===== config.mk =====
export PLATFORM = sky130hd
export DESIGN_NAME = tick_scheduler_flat
export DESIGN_NICKNAME = d
export VERILOG_FILES = /design/src/rtl/tick_scheduler_if.sv /design/src/rtl/tick_scheduler.sv /design/src/flat_wrapper.sv
export SDC_FILE = /design/constraint.sdc
export NUM_CORES = 1
export LEC_CHECK = 0
export BUFFER_PORTS_ARGS = -buffer_cell sky130_fd_sc_hd__buf_2
export CAP_MARGIN = 0
export CORE_ASPECT_RATIO = 1.1
export CORE_MARGIN = 2
export CORE_UTILIZATION = 50
export DETAILED_ROUTE_END_ITERATION = 8
export PLACE_DENSITY = 0.69
export SYNTH_ARGS = -nofsm -noshare
export SYNTH_HDL_FRONTEND = slang
export SYNTH_SLANG_ARGS = --single-unit

===== constraint.sdc =====
create_clock -name clk -period 5.3 [get_ports clk]
set_input_delay 0.265 -clock clk [delete_from_list [all_inputs] [get_ports clk]]
set_output_delay 0.265 -clock clk [all_outputs]
set_load 0.03 [all_outputs]

===== src/rtl/tick_scheduler_if.sv =====
// rtl/tick_scheduler_if.sv - Configuration handshake bundle for tick_scheduler
interface tick_scheduler_if #(
  parameter int DIV_WIDTH = 32
);
  logic                 cfg_valid;
  logic                 cfg_ready;
  logic [DIV_WIDTH-1:0] cfg_div;
  logic                 cfg_oneshot;

  modport master (
    output cfg_valid,
    output cfg_div,
    output cfg_oneshot,
    input  cfg_ready
  );

  modport slave (
    input  cfg_valid,
    input  cfg_div,
    input  cfg_oneshot,
    output cfg_ready
  );
endinterface


===== src/rtl/tick_scheduler.sv =====
// rtl/tick_scheduler.sv - Programmable prescaler with start/stop, one-shot and boundary-aligned reconfiguration
module tick_scheduler #(
  parameter int DIV_WIDTH   = 32,
  parameter int DEFAULT_DIV = 25000,
  parameter int TCNT_WIDTH  = 16
) (
  input  logic                  clk,
  input  logic                  rst,
  tick_scheduler_if.slave       i_cfg,
  input  logic                  i_start,
  input  logic                  i_stop,
  output logic                  o_tick,
  output logic                  o_clk_div,
  output logic                  o_busy,
  output logic [TCNT_WIDTH-1:0] o_tick_count
);

  localparam logic [0:0] S_IDLE = 1'b0;
  localparam logic [0:0] S_RUN  = 1'b1;

  localparam int             DEF_DIV_CLAMPED = (DEFAULT_DIV < 1) ? 1 : DEFAULT_DIV;
  localparam logic [DIV_WIDTH-1:0] DEF_DIV   = DIV_WIDTH'(DEF_DIV_CLAMPED);
  localparam logic [DIV_WIDTH-1:0] DIV_ONE   = DIV_WIDTH'(1);

  logic [0:0]            r_state;
  logic [DIV_WIDTH-1:0]  r_div;
  logic                  r_oneshot;
  logic [DIV_WIDTH-1:0]  r_count;
  logic                  r_pend_valid;
  logic [DIV_WIDTH-1:0]  r_pend_div;
  logic                  r_pend_oneshot;
  logic                  r_ready;
  logic                  r_tick;
  logic                  r_clk_div;
  logic [TCNT_WIDTH-1:0] r_tick_count;

  logic                  w_run;
  logic                  w_xfer;
  logic [DIV_WIDTH-1:0]  w_new_div;
  logic                  w_tc;
  logic                  w_stop;
  logic                  w_fire;
  logic                  w_boundary;

  assign w_run      = (r_state == S_RUN);
  assign w_xfer     = i_cfg.cfg_valid && r_ready;
  assign w_new_div  = (i_cfg.cfg_div == '0) ? DIV_ONE : i_cfg.cfg_div;
  assign w_tc       = w_run && (r_count == (r_div - DIV_ONE));
  assign w_stop     = w_run && i_stop;
  // Stop overrides a coinciding terminal count, so no tick on that edge.
  assign w_fire     = w_tc && !i_stop;
  assign w_boundary = w_tc || w_stop;

  always_ff @(posedge clk or posedge rst) begin
    if (rst) begin
      r_state <= S_IDLE;
    end else begin
      case (r_state)
        S_IDLE:  if (i_start && !i_stop) r_state <= S_RUN;
        S_RUN:   if (i_stop || (w_tc && r_oneshot)) r_state <= S_IDLE;
        default: r_state <= S_IDLE;
      endcase
    end
  end

  always_ff @(posedge clk or posedge rst) begin
    if (rst) begin
      r_count <= '0;
    end else if (!w_run || i_stop || w_tc) begin
      r_count <= '0;
    end else begin
      r_count <= r_count + DIV_ONE;
    end
  end

  always_ff @(posedge clk or posedge rst) begin
    if (rst) begin
      r_tick       <= 1'b0;
      r_clk_div    <= 1'b0;
      r_tick_count <= '0;
    end else begin
      r_tick <= w_fire;
      if (w_fire) begin
        r_clk_div    <= ~r_clk_div;
        r_tick_count <= r_tick_count + TCNT_WIDTH'(1);
      end
    end
  end

  // A transfer landing on a boundary edge bypasses the pending slot entirely.
  always_ff @(posedge clk or posedge rst) begin
    if (rst) begin
      r_div          <= DEF_DIV;
      r_oneshot      <= 1'b0;
      r_pend_valid   <= 1'b0;
      r_pend_div     <= DEF_DIV;
      r_pend_oneshot <= 1'b0;
      r_ready        <= 1'b1;
    end else if (!w_run) begin
      if (w_xfer) begin
        r_div     <= w_new_div;
        r_oneshot <= i_cfg.cfg_oneshot;
      end
      r_pend_valid <= 1'b0;
      r_ready      <= 1'b1;
    end else if (w_boundary) begin
      if (w_xfer) begin
        r_div     <= w_new_div;
        r_oneshot <= i_cfg.cfg_oneshot;
      end else if (r_pend_valid) begin
        r_div     <= r_pend_div;
        r_oneshot <= r_pend_oneshot;
      end
      r_pend_valid <= 1'b0;
      r_ready      <= 1'b1;
    end else if (w_xfer) begin
      r_pend_div     <= w_new_div;
      r_pend_oneshot <= i_cfg.cfg_oneshot;
      r_pend_valid   <= 1'b1;
      r_ready        <= 1'b0;
    end
  end

  assign i_cfg.cfg_ready = r_ready;
  assign o_tick          = r_tick;
  assign o_clk_div       = r_clk_div;
  assign o_busy          = (r_state == S_RUN);
  assign o_tick_count    = r_tick_count;

endmodule


===== src/flat_wrapper.sv =====
// flat-port wrapper written by rule: the top's interface ports become plain ports
module tick_scheduler_flat 
#(
  parameter int DIV_WIDTH   = 32,
  parameter int DEFAULT_DIV = 25000,
  parameter int TCNT_WIDTH  = 16
)
  (clk, rst, i_start, i_stop, o_tick, o_clk_div, o_busy, o_tick_count, i_cfg_cfg_valid, i_cfg_cfg_div, i_cfg_cfg_oneshot, i_cfg_cfg_ready);
  tick_scheduler_if #(.DIV_WIDTH(DIV_WIDTH)) i_cfg_i ();
  input  logic clk;
  input  logic rst;
  input  logic i_start;
  input  logic i_stop;
  output logic o_tick;
  output logic o_clk_div;
  output logic o_busy;
  output logic [TCNT_WIDTH-1:0] o_tick_count;
  input wire logic [$bits(i_cfg_i.cfg_valid)-1:0] i_cfg_cfg_valid;
  input wire logic [$bits(i_cfg_i.cfg_div)-1:0] i_cfg_cfg_div;
  input wire logic [$bits(i_cfg_i.cfg_oneshot)-1:0] i_cfg_cfg_oneshot;
  output wire logic [$bits(i_cfg_i.cfg_ready)-1:0] i_cfg_cfg_ready;
  assign i_cfg_i.cfg_valid = i_cfg_cfg_valid;
  assign i_cfg_i.cfg_div = i_cfg_cfg_div;
  assign i_cfg_i.cfg_oneshot = i_cfg_cfg_oneshot;
  assign i_cfg_cfg_ready = i_cfg_i.cfg_ready;
  tick_scheduler #(.DIV_WIDTH(DIV_WIDTH), .DEFAULT_DIV(DEFAULT_DIV), .TCNT_WIDTH(TCNT_WIDTH)) u_core (.clk(clk), .rst(rst), .i_cfg(i_cfg_i), .i_start(i_start), .i_stop(i_stop), .o_tick(o_tick), .o_clk_div(o_clk_div), .o_busy(o_busy), .o_tick_count(o_tick_count));
endmodule

# Yosys cells after proc, flatten, opt, wreduce, memory -nomap -nowiden
# Cells that the tools add are included.
op_classes:
  add_sub_neg: 3
  n_eq_ne: 3
  muxes: 21
  bitwise: 3
  reduce_logical: 17
op_table:
  columns: ["operator", "n"]
  rows:
  - ["32-bit two-way mux", 7]
  - ["32-bit by 1-bit adder with 32-bit output, second input constant", 1]
  - ["32-bit == test", 1]
  - ["32-bit zero test", 1]
  - ["32-bit by 1-bit subtractor with 32-bit output, second input constant", 1]
  - ["16-bit by 1-bit adder with 16-bit output, second input constant", 1]
  - ["1-bit two-way mux", 13]
  - ["1-bit logical AND", 6]
  - ["3-bit AND reduction", 2]
  - ["1-bit logical OR", 4]
  - ["2-bit nonzero test", 2]
  - ["3-bit inequality test, second input constant", 1]
  - ["1-bit NOT", 3]
  - ["1-bit zero test", 2]
  - ["2-bit inequality test, second input constant", 1]
  - ["1-bit case mux with 2 select lines", 1]
word_totals:
  register_bits: 119
  output_inout_bits: 20
  word_cells: 58

# Longest topological paths before layout
depth:
  depth_word: 7
  depth_mapped: 14
  mapped_depth_nobuf: 11

# Worst setup path after synthesis
# OpenSTA, ideal clock, no wires.
synth_path:
  path_kind: "reg2reg"
  start: "reg u_core.r_div[4]"
  end: "reg u_core.r_div[11]"
  setup_ns: 0.128
  arrival_ns: 3.820
  required_time_ns: 5.172
  path_slack_ns: 1.352
  path_stages_with_launch: 15
  n_path_buf: 5
  period_less_slack_ns: 3.948
  path_cell_list: "dfrtp_1 clkbuf_1 or4_1 buf_2 or4_1 buf_2 nor3_1 a211o_1 a31oi_1 a2111oi_2 a311o_1 buf_2 a21boi_4 buf_4 mux2_1"
synth_between:
  elab_chain_cells: 6
synth_lines:
  columns: ["item", "line", "source"]
  rows:
  - ["start: declaration", "tick_scheduler.sv:26", "logic [DIV_WIDTH-1:0] r_div;"]
  - ["start signal: assignment", "tick_scheduler.sv:101", "r_div <= w_new_div;"]
  - ["start signal: assignment", "tick_scheduler.sv:108", "r_div <= w_new_div;"]
  - ["start signal: assignment", "tick_scheduler.sv:111", "r_div <= r_pend_div;"]
  - ["32-bit by 1-bit subtractor with 32-bit output", "tick_scheduler.sv:48", "assign w_tc = w_run && (r_count == (r_div - DIV_ONE));"]
  - ["32-bit == test", "tick_scheduler.sv:48", null]
  - ["1-bit logical AND", "tick_scheduler.sv:48", null]
  - ["1-bit logical OR", "tick_scheduler.sv:52", "assign w_boundary = w_tc || w_stop;"]
  - ["2-bit inequality test (no line)", null, null]
  - ["3-bit AND reduction (no line)", null, null]
# Every way passes these cells.
# A chain may end at the register's enable or synchronous reset.

# Worst setup path in the final report
# Same ends and word-level chain as after synthesis.

==> flow_summary.ini <==
[setup_path]
path_class = flip-flop to flip-flop
cp_common_cell = or4_1
crit_path_max_incr_delay_ns = 0.75
arrival_ns = 4.69
reg2reg_setup_slack_ns = 0.90
path_max_fanout = 11
worst_ep_required_time_ns = 5.60
start_kind = flip-flop
crit_chain = or4_1 -> or4_1 -> nor3_1 -> a211o_1 -> a31oi_1 -> a2111oi_2 -> a311o_1 -> a21boi_4 -> buf_4 -> mux2_1
cp_slowest_cell = or4_1
end_kind = flip-flop

[timing]
slew_viol_final = 0
max_freq_mhz = 227
clock_skew_ns = 0.00912
finalSetupTns_ns = 0
slew_headroom_pct = 27.9
final-hold-violation-count = 0
hold_slack_ns = 0.0669
tightest_slew_ns = 1.08
finalWorstSetupSlack_ns = 0.903
rsz0062_at_grt = no
fin_crit_sh_pct = 83.0
fin_crit_ns = 4.40
setup_viol = 0

[layout]
nets = 696
instances_no_fill = 823
mostFrequentLayoutCells = dfrtp_1, mux2_1, buf_2
n_fill_cell = 1051
n_antenna_cell = 0
syn_to_final_growth_pct = 15.3
final_common_cell = dfrtp_1
drive_gt1_share_pct = 21.2

[synth]
synthAdderAreaFrac_pct = 0.579
synth_xor_area_share_pct = 10.9
synth_cell_type_count = 60
syn_nets = 638
yosysSeqAreaShare_pct = 46.2
avgSynthCellArea_sq_um = 10.9
yosys.area_share.simple_pct = 16.5
synthArstFlopShare_pct = 100
synth_edf_count = 0
synth_top_family_by_area = multiplexers
ys_ff_latch = 119
synth.cell_area_sq_um = 6480
synth_compound_gate_area_share_pct = 5.35
synth-main-ff-cell = dfrtp_1
ys_warn_count = 0
netlist_instances = 597
muxShareOfSynthArea_pct = 17.6

[worst_hold_path]
hp-class = input port to flip-flop

[floorplan]
initial_core_util_pct = 51.3
io_pins = 58
core_area_sq_um = 12600
rows = 43
die_area_sq_um = 13900
die_w_um = 113
die_y_um = 123

[placement]
place_hpwl_um = 10100
place_congestion = 0.938
io_buffers = 57
dpl.cell_count = 792
place_ws_ns = 0.923

[route]
dr.first_iter.drc_count = 293
antenna_left = 0
num_vias = 4772
drc = 0
first_pass_iters = 5
vias_per_cell = 5.80
routed_wl_um = 14100
avgRoutedWirePerCell_um = 17.1

[cts]
post_cts_buffers = 0
root_buffer = clkbuf_16
cts_resized = 0
cts_hold_buffers = 1
clkSinkCount = 119
max-clock-path-buffers = 2
clk_pin_slew_ns = 0.05
insertion_delay_ns = 0.42
cts_tree = yes
htree_levels = 4
cts_inserted_buffers = 17

[pwr]
swShare_pct = 27.4
net-switching-power_uw = 708
p_leak_nw = 3.17
p_int_mw = 1.88
p_per_area_nw_per_um2 = 346
power_frac_clock_pct = 40.3
ir_worst_vdd_mv = 0.195
pwr-share-comb_pct = 14.7
power_frac_seq_pct = 45.0

[global_routing]
grt_usage_pct = 22.1
grt_pass1_wl_um = 24200
antenna_found_initial = 0
grt_remaining_overflow = 0
grt_max_degree = 70
grt_pass1_vias = 4934

[flow_run]
max_cap_violations = 0

[outcome]
status = complete, no violations
==> flip-flops by register name, summed over array words and instances, names as in the netlist <==
register / flops
u_core.r_pend_valid: 1
u_core.o_busy: 1
u_core.r_pend_div: 32
u_core.o_clk_div: 1
u_core.r_count: 32
u_core.o_tick_count: 16
u_core.i_cfg.cfg_ready: 1
u_core.r_oneshot: 1
u_core.r_pend_oneshot: 1
u_core.r_div: 32
u_core.o_tick: 1
==> metrics by stage <==
stage | utilization [%] | total power [mW] | instance area [sq um]
finish | 59.1 | 2.59 | 7470
global route | 59.1 | 2.72 | 7470
CTS | 59.1 | 2.61 | 7470
detailed placement | 54.8 | 1.55 | 6930
global placement | 54.8 | 1.53 | 6930
floorplan | - | 1.43 | 6480
==> layer usage <==
metal  share of wire [%]  track usage [%]  up-vias  routed length, um
met5                   0                0        -                  0
met4                 1.6             8.23        0                229
met3                 4.1             5.83       20                574
met2                  50             36.5      123               7090
met1                  44             28.0     2377               6160
li1                    -                -     2252                  -
==> synthesized netlist by cell type (3+ instances only) <==
library cell | n | area share, %
and4_1 | 3 | 0.41
nor3_1 | 25 | 1.9
nand3_1 | 29 | 2.2
dfrtp_1 | 106 | 41
nand2_1 | 20 | 1.2
xor2_1 | 48 | 6.5
a21o_1 | 3 | 0.35
nor2_1 | 56 | 3.2
nand4_1 | 11 | 1.1
nor4_1 | 21 | 2.0
and3_1 | 10 | 0.97
buf_4 | 6 | 0.70
mux2_2 | 30 | 5.2
dfstp_2 | 13 | 5.3
inv_1 | 16 | 0.93
a21oi_1 | 7 | 0.54
nor2b_1 | 4 | 0.39
mux2_1 | 63 | 11
o21a_1 | 3 | 0.35
o21ai_0 | 6 | 0.46
nand2b_1 | 3 | 0.29
buf_2 | 3 | 0.23
mux2i_1 | 9 | 1.4
clkbuf_1 | 15 | 0.87
ha_1 | 3 | 0.58
xnor2_1 | 33 | 4.5
or4_1 | 9 | 1.0
==> critical path, delay by kind of cell (launching register included) <==
| kind | cells | cell delay [ns] |
|---|---|---|
| AND/OR/NAND/NOR | 3 | 1.75 |
| AO/OA/AOI/OAI | 5 | 1.48 |
| flip-flops | 1 | 0.46 |
| buffers and inverters | 1 | 0.25 |
| multiplexers | 1 | 0.34 |
==> power by group through the flow <==
| stage | Combinational (mW) | Clock [mW] | Sequential (mW) |
|---|---|---|---|
| floorplan | 0.304 | 0 | 1.12 |
| global placement | 0.364 | 0 | 1.17 |
| detailed placement | 0.377 | 0 | 1.17 |
| CTS | 0.382 | 1.06 | 1.16 |
| global route | 0.425 | 1.11 | 1.18 |
| finish | 0.379 | 1.04 | 1.16 |
==> worst paths after layout <==
kind,cells after the start,endpoint,startpoint
max in group asynchronous,4,u_core.r_pend_div[9],rst
min reg2reg,1,u_core.o_busy,u_core.r_oneshot
min,2,u_core.o_busy,i_stop
min in group asynchronous,3,u_core.o_tick,rst
max,10,u_core.r_div[11],u_core.r_div[4]
max reg2reg,10,u_core.r_div[11],u_core.r_div[4]
==> cell type report <==
cell class	instances	area (sq um)	share of cell area [%]
multi-input combinational	436	3320	44.4
clock inverter	8	77.6	1.04
sequential	119	2990	40.1
timing repair buffer	65	373	4.99
inverter	16	62.6	0.837
tap	157	196	2.63
clock buffer	22	454	6.08
==> logic make-up after synthesis <==
logic type      Yosys count
xor+xnor                 81
compound gates           46
fa+ha+maj                 3
mux                     102
flops                   119
simple gates            204
buf+inv                  42
(Power assumes the default switching activity.)
